File: config.mk
export PLATFORM = sky130hd
export DESIGN_NAME = ccip_receiver
export DESIGN_NICKNAME = d
export VERILOG_FILES = /design/src/rtl/ccip_receiver.sv
export SDC_FILE = /design/constraint.sdc
export NUM_CORES = 1
export LEC_CHECK = 0
export ABC_AREA = 1
export CORE_AREA = 2 2 287 289
export DETAILED_ROUTE_END_ITERATION = 10
export DIE_AREA = 0 0 289 291
export SLEW_MARGIN = 20
export SYNTH_ARGS = -nofsm -noshare
export SYNTH_HDL_FRONTEND = slang
export SYNTH_SLANG_ARGS = --single-unit
File: constraint.sdc
create_clock -name clk -period 5.3 [get_ports clk]
set_input_delay 1.06 -clock clk [delete_from_list [all_inputs] [get_ports clk]]
set_output_delay 1.06 -clock clk [all_outputs]
set_load 0.01 [all_outputs]
File: src/rtl/ccip_receiver.sv
// ---------------------------------------------------------------------------
// ccip_receiver_pkg
//   Minimal CCI-P type set used by the Rx path.  Field layout follows the
//   CCI-P channel 0 request/response headers, so this block keeps the same
//   port shapes as the rest of the CPU-NIC interface.  RpcIf is the RPC
//   record that the CPU writes into the low bits of each ring cache line.
// ---------------------------------------------------------------------------
package ccip_receiver_pkg;

    typedef logic [41:0]  t_ccip_clAddr;
    typedef logic [15:0]  t_ccip_mdata;
    typedef logic [511:0] t_ccip_clData;

    typedef enum logic [1:0] {
        eVC_VA  = 2'b00,
        eVC_VL0 = 2'b01,
        eVC_VH0 = 2'b10,
        eVC_VH1 = 2'b11
    } t_ccip_vc;

    typedef enum logic [1:0] {
        eCL_LEN_1 = 2'b00,
        eCL_LEN_2 = 2'b01,
        eCL_LEN_4 = 2'b11
    } t_ccip_clLen;

    typedef enum logic [3:0] {
        eREQ_RDLINE_I = 4'h0,
        eREQ_RDLINE_S = 4'h1
    } t_ccip_c0_req;

    typedef enum logic [3:0] {
        eRSP_RDLINE = 4'h0,
        eRSP_UMSG   = 4'h4
    } t_ccip_c0_rsp;

    typedef struct packed {
        t_ccip_vc     vc_sel;
        logic [1:0]   rsvd1;
        t_ccip_clLen  cl_len;
        t_ccip_c0_req req_type;
        logic [5:0]   rsvd0;
        t_ccip_clAddr address;
        t_ccip_mdata  mdata;
    } t_ccip_c0_ReqMemHdr;

    typedef struct packed {
        t_ccip_vc     vc_used;
        logic         rsvd1;
        logic         hit_miss;
        logic [1:0]   rsvd0;
        logic [1:0]   cl_num;
        t_ccip_c0_rsp resp_type;
        t_ccip_mdata  mdata;
    } t_ccip_c0_RspMemHdr;

    typedef struct packed {
        t_ccip_c0_ReqMemHdr hdr;
        logic               valid;
    } t_if_ccip_c0_Tx;

    typedef struct packed {
        t_ccip_c0_RspMemHdr hdr;
        t_ccip_clData       data;
        logic               rspValid;
        logic               mmioRdValid;
        logic               mmioWrValid;
    } t_if_ccip_c0_Rx;

    typedef struct packed {
        logic [31:0] rpc_id;
        logic [31:0] arg;
    } RpcIf;

endpackage

// ---------------------------------------------------------------------------
// ccip_receiver
//   Rx path of the CPU-NIC interface.  Polls per-flow ring buffers in host
//   memory round-robin with single-line reads on CCI-P channel 0, detects
//   new entries through a per-flow phase bit (line bit 511) and hands each
//   new RPC downstream together with its flow id.
//
//   Ports:
//     clk, resetn          clock, asynchronous active-low reset
//     number_of_flows      index of the highest active flow
//     rx_base_addr         line address of flow 0, slot 0
//     start                enables polling
//     sRx_c0TxAlmFull      channel 0 request back-pressure
//     sTx_c0               registered read request
//     sRx_c0               read responses
//     rpc_out              received RPC (low bits of the ring line)
//     rpc_out_valid        rpc_out / rpc_flow_id_out valid
//     rpc_flow_id_out      flow the RPC came from
//     rpc_out_ready        downstream accepts
//     error                sticky: unexpected or mis-tagged read response
// ---------------------------------------------------------------------------
module ccip_receiver
    import ccip_receiver_pkg::*;
#(
    parameter int NIC_ID            = 0,
    parameter int LMAX_NUM_OF_FLOWS = 1,
    parameter int LRING_SLOTS       = 3
) (
    input  logic                         clk,
    input  logic                         resetn,
    input  logic [LMAX_NUM_OF_FLOWS-1:0] number_of_flows,
    input  t_ccip_clAddr                 rx_base_addr,
    input  logic                         start,
    input  logic                         sRx_c0TxAlmFull,
    output t_if_ccip_c0_Tx               sTx_c0,
    input  t_if_ccip_c0_Rx               sRx_c0,
    output RpcIf                         rpc_out,
    output logic                         rpc_out_valid,
    output logic [LMAX_NUM_OF_FLOWS-1:0] rpc_flow_id_out,
    input  logic                         rpc_out_ready,
    output logic                         error
);

    localparam int MAX_RX_FLOWS = 2 ** LMAX_NUM_OF_FLOWS;
    localparam int FLOW_TAG_W   = 12;

    localparam logic [1:0] RX_IDLE    = 2'd0;
    localparam logic [1:0] RX_WAIT    = 2'd1;
    localparam logic [1:0] RX_DELIVER = 2'd2;

    logic [1:0]                   state;
    logic [LMAX_NUM_OF_FLOWS-1:0] cur_flow;
    logic [LMAX_NUM_OF_FLOWS-1:0] next_flow;
    logic [3:0]                   seq;
    t_ccip_mdata                  tag_q;
    t_ccip_mdata                  cur_tag;
    t_ccip_clAddr                 slot_addr;
    logic [LRING_SLOTS-1:0]       head [MAX_RX_FLOWS];
    logic [MAX_RX_FLOWS-1:0]      phase;
    logic                         rsp_rdline;
    logic                         unused_ok;

    // Round-robin advance.  Using >= rather than == means a flow count that
    // shrinks underneath the current pointer still wraps back to flow 0.
    always_comb begin
        next_flow = cur_flow + 1'b1;
        if (cur_flow >= number_of_flows) begin
            next_flow = '0;
        end
    end

    // Address of the slot the current flow is expected to fill next, and the
    // tag that makes the matching response identifiable.
    always_comb begin
        slot_addr  = rx_base_addr
                   + (t_ccip_clAddr'(cur_flow) << LRING_SLOTS)
                   + t_ccip_clAddr'(head[cur_flow]);
        cur_tag    = {seq, FLOW_TAG_W'(cur_flow)};
        rsp_rdline = sRx_c0.rspValid && (sRx_c0.hdr.resp_type == eRSP_RDLINE);
    end

    // Poll/deliver sequencer.  Only one read is ever in flight, so the tag
    // of that read is kept in tag_q and every RDLINE response in RX_WAIT is
    // compared against it.  Ring head and phase advance only when the RPC
    // is actually accepted downstream; the phase flips each time a ring
    // wraps so stale lines from the previous lap read as empty.
    always_ff @(posedge clk or negedge resetn) begin
        if (!resetn) begin
            state           <= RX_IDLE;
            cur_flow        <= '0;
            seq             <= '0;
            tag_q           <= '0;
            sTx_c0          <= '0;
            rpc_out         <= '0;
            rpc_out_valid   <= 1'b0;
            rpc_flow_id_out <= '0;
            phase           <= '1;
            for (int f = 0; f < MAX_RX_FLOWS; f++) begin
                head[f] <= '0;
            end
        end else begin
            sTx_c0.valid <= 1'b0;
            case (state)
                RX_IDLE: begin
                    if (start && !sRx_c0TxAlmFull) begin
                        sTx_c0.valid <= 1'b1;
                        sTx_c0.hdr   <= '{vc_sel:   eVC_VH0,
                                          rsvd1:    2'b00,
                                          cl_len:   eCL_LEN_1,
                                          req_type: eREQ_RDLINE_I,
                                          rsvd0:    6'b000000,
                                          address:  slot_addr,
                                          mdata:    cur_tag};
                        tag_q        <= cur_tag;
                        seq          <= seq + 1'b1;
                        state        <= RX_WAIT;
                    end
                end
                RX_WAIT: begin
                    if (rsp_rdline && (sRx_c0.hdr.mdata == tag_q)) begin
                        if (sRx_c0.data[511] == phase[cur_flow]) begin
                            rpc_out         <= sRx_c0.data[$bits(RpcIf)-1:0];
                            rpc_flow_id_out <= cur_flow;
                            rpc_out_valid   <= 1'b1;
                            state           <= RX_DELIVER;
                        end else begin
                            cur_flow <= next_flow;
                            state    <= RX_IDLE;
                        end
                    end
                end
                RX_DELIVER: begin
                    if (rpc_out_ready) begin
                        rpc_out_valid  <= 1'b0;
                        head[cur_flow] <= head[cur_flow] + 1'b1;
                        if (&head[cur_flow]) begin
                            phase[cur_flow] <= ~phase[cur_flow];
                        end
                        cur_flow <= next_flow;
                        state    <= RX_IDLE;
                    end
                end
                default: begin
                    state <= RX_IDLE;
                end
            endcase
        end
    end

    // Sticky error: any RDLINE response we did not ask for (wrong tag, or
    // arriving while no read is outstanding).  Cleared only by reset.
    always_ff @(posedge clk or negedge resetn) begin
        if (!resetn) begin
            error <= 1'b0;
        end else if (rsp_rdline && ((state != RX_WAIT) || (sRx_c0.hdr.mdata != tag_q))) begin
            error <= 1'b1;
        end
    end

    // Response fields and the instance id that the datapath does not use.
    assign unused_ok = ^{sRx_c0, 32'(NIC_ID)};

endmodule

==> summary.md <==
| Metric | Value |
|---|---|
| Post-CTS Setup Bufs | `0` |
| Sequential share of power | `37.4%` |
| Crit path max fanout | `10` |
| Area grow syn2layout | `62.2%` |
| Fmax | `306 MHz` |
| CTS Buf Count | `17` |
| Worst endpoint required time | `5650 ps` |
| Syn. warnings | `0` |
| Post-synth cell types | `33` |
| Final min period | `3270 ps` |
| Clock buffer depth | `2` |
| Setup TNS | `0 ps` |
| Gate power share | `26.1%` |
| Clock Power Share | `36.5%` |
| Root buf cell | `clkbuf_16` |
| Final Cycle Share | `61.7%` |
| VDD IR max | `237 uV` |
| Vias in the first global route | `6105` |
| CP endpoint kind | `register` |
| Fraction of final layout cells sized beyond drive strength 1 | `6.14%` |
| Grt ovf | `0` |
| Largest cells by area after synthesis | `dfrtp_1 (47%), nand2_1 (17%), inv_1 (6.3%)` |
| Boundary pin count | `733` |
| Nets | `1725` |
| Detail Route Antenna Nets | `0` |
| Setup WS pre-CTS | `1530 ps` |
| Post-route cell area | `0.0110 mm2` |
| Register area | `0.00328 mm2` |
| Clock Sinks | `131` |
| Final setup margin | `2030 ps` |
| NetSw | `0.00113 W` |
| Final hold vios | `0` |
| CP arrival | `3620 ps` |
| Placed standard-cell area | `0.0104 mm2` |
| Vias per cell | `2.82` |
| Setup violations, final | `0` |
| Post-Route WL | `26.8 mm` |
| Die X | `289 um` |
| Net Sw Frac | `32.4%` |
| Initial antenna violation count | `12` |
| Area leader, netlist | `dfrtp_1` |
| Seq/Total Area, Yosys | `48.2%` |
| Post-synth top area share | `47.5%` |
| Worst hold path type | `reg -> reg` |
| PwrDens | `315 mW/mm2` |
| Post_cts resized | `0` |
| Avg WL per Cell | `12.1 um` |
| H-tree depth | `4` |
| Mapped cell area | `0.00680 mm2` |
| Largest net degree at the start of global routing | `82` |
| Slew at the pin closest to its max-slew limit | `961 ps` |
| Cells after Synth | `878` |
| Clock latency on the worst-skew pair | `480 ps` |
| DP Wirelength | `20.9 mm` |
| DRC | `0` |
| First-pass detailed-route iteration total | `5` |
| CTS hold repair buffers | `0` |
| Maximum capacitance violations | `0` |
| # port buffers | `249` |
| TritonCTS clock tree | `done` |
| GRT Resource Usage Total | `6.48%` |
| Routability Congestion | `0.871` |
| CTS clk-pin slew, worst paths | `60 ps` |
| Fillers | `9336` |
| Status | `finished clean` |
| Critical path class | `reg -> reg` |
| Internal Power | `0.00235 W` |
| Startpoint Class | `register` |
| Syn Area/Cell | `7.75 um2` |
| Via count | `6239` |
| DIE HEIGHT | `291 um` |
| Max-slew violations | `0` |
| Multi-input logic area | `0.00282 mm2` |
| Final Non-Filler Cells | `2214` |
| RSZ-0062 raised after global routing | `false` |
| First-pass GRT wire length | `38.9 mm` |
| Rows | `105` |
| Clock skew | `15.2 ps` |
| Placed Cells incl. Taps | `2178` |
| Max-slew headroom | `35.9%` |
| Leakage power | `4.74 nW` |
| DIE AREA | `0.0841 mm2` |
| Core ar. | `0.0812 mm2` |
| Starting density of the core | `8.38%` |
| FF+latch count, synth | `131` |
| Initial DRC Count | `268` |
## layout by cell type (no fill, tap or decap), types with 2 or more instances in the layout
master           count
nand2_1            305
clkdlybuf4s50_1    248
dfrtp_1            129
inv_1              114
nor2_1              75
o21ai_1             41
o21ai_0             38
nand3_1             30
conb_1              26
o21ai_2             20
xnor2_1             19
clkbuf_16           17
nand4_1              9
xor2_1               9
buf_4                7
ha_1                 6
inv_6                6
nor3_1               5
diode_2              4
o21bai_1             4
or2_2                3
nand2_2              3
nand3b_1             3
a21oi_1              3
bufinv_16            2
clkinv_4             2
inv_8                2
clkinvlp_4           2
dfstp_2              2
## power by group through the flow
stage | sequential, W | combinational [W] | clock (W)
global placement | 0.00132 | 0.000917 | 0
finish | 0.00130 | 0.000906 | 0.00127
floorplan | 0.00136 | 0.000303 | 0
detailed placement | 0.00131 | 0.000915 | 0
CTS | 0.00130 | 0.000926 | 0.00134
global route | 0.00133 | 0.00101 | 0.00138
## path summary, 6_finish.rpt
path / startpoint / end / slack (ps) / cells past startpoint
setup / recovery: cur_flow / sTx_c0[43] / 2030 / 17
hold / removal: error / error / 460 / 1
setup reg to reg: cur_flow / sTx_c0[43] / 2030 / 17
hold reg to reg: error / error / 460 / 1
max in group asynchronous: resetn / rpc_out[50] / 3840 / 2
min in group asynchronous: resetn / rpc_out[43] / 540 / 1
## state kept, by name, summed over array words and instances, names as in the netlist
name,count
phase,2
tag_q,5
cur_flow,1
sTx_c0,44
state,2
rpc_out,64
error,1
rpc_flow_id_out,1
rpc_out_valid,1
seq,4
head,6
## cells in the mapped netlist, drive strengths merged
cell type  count
o21bai         4
inv          115
xnor2         19
a21o           1
xor2           9
o21ai         99
ha             6
nand2        308
conb           1
or2            3
a21oi          4
nand4          9
nand3b         3
clkinv         1
and2           1
fa             1
nor2          75
nor3           5
a21boi         1
nand3         31
dfstp          2
dfrtp        129
buf           39
clkbuf        12
## worst max-delay path, cell delays in order (launching register included)
cell,delay [ps]
dfrtp_1,540
inv_4,200
or2_2,120
o21ai_0,100
inv_1,150
ha_1,220
inv_1,70
fa_1,400
inv_1,70
nand3_1,100
nand2_1,220
nand2_1,170
nor2_1,290
nand2_1,200
nor2_1,120
nand2_1,60
nand3_1,80
nand2_1,60
## logic make-up (layout without fill, tap and decap cells)
kind of cell    after synthesis  in the layout  share of synthesized area, %
simple gates                435            435                          25.5
fa+ha+maj                     7              7                          1.40
buf+inv                     167            404                          11.8
other cells                   1             30                        0.0551
flops                       131            131                          48.2
compound gates              109            109                          9.40
xor+xnor                     28             28                          3.61
## metrics by stage
| stage | hold WS [ps] | utilization [%] | power [W] |
|---|---|---|---|
| after floorplan | 446 | - | 0.00166 |
| after global placement | 444 | 12.8 | 0.00223 |
| after detailed placement | 460 | 12.8 | 0.00223 |
| after CTS | 477 | 13.6 | 0.00357 |
| after global routing | 496 | 13.6 | 0.00372 |
| final | 464 | 13.6 | 0.00348 |
## layer usage
metal  vias to the layer above  GRT usage, %  part of all wire, %
met5                         -             0                 0.28
met4                        12          2.90                  2.2
met3                        46          4.80                   15
met2                       269          9.51                   41
met1                      2744          6.91                   42
li1                       3168             -                    -
## final cells by class
cell class	count	share of cell area, %
clock buffer	18	3.89
sequential	131	29.7
antenna	4	0.0908
inverter	116	3.97
tap	1070	12.1
clock inverter	14	1.52
multi-input combinational	605	25.6
timing repair buffer	256	23.1
Power figures use the tool's default switching activity.
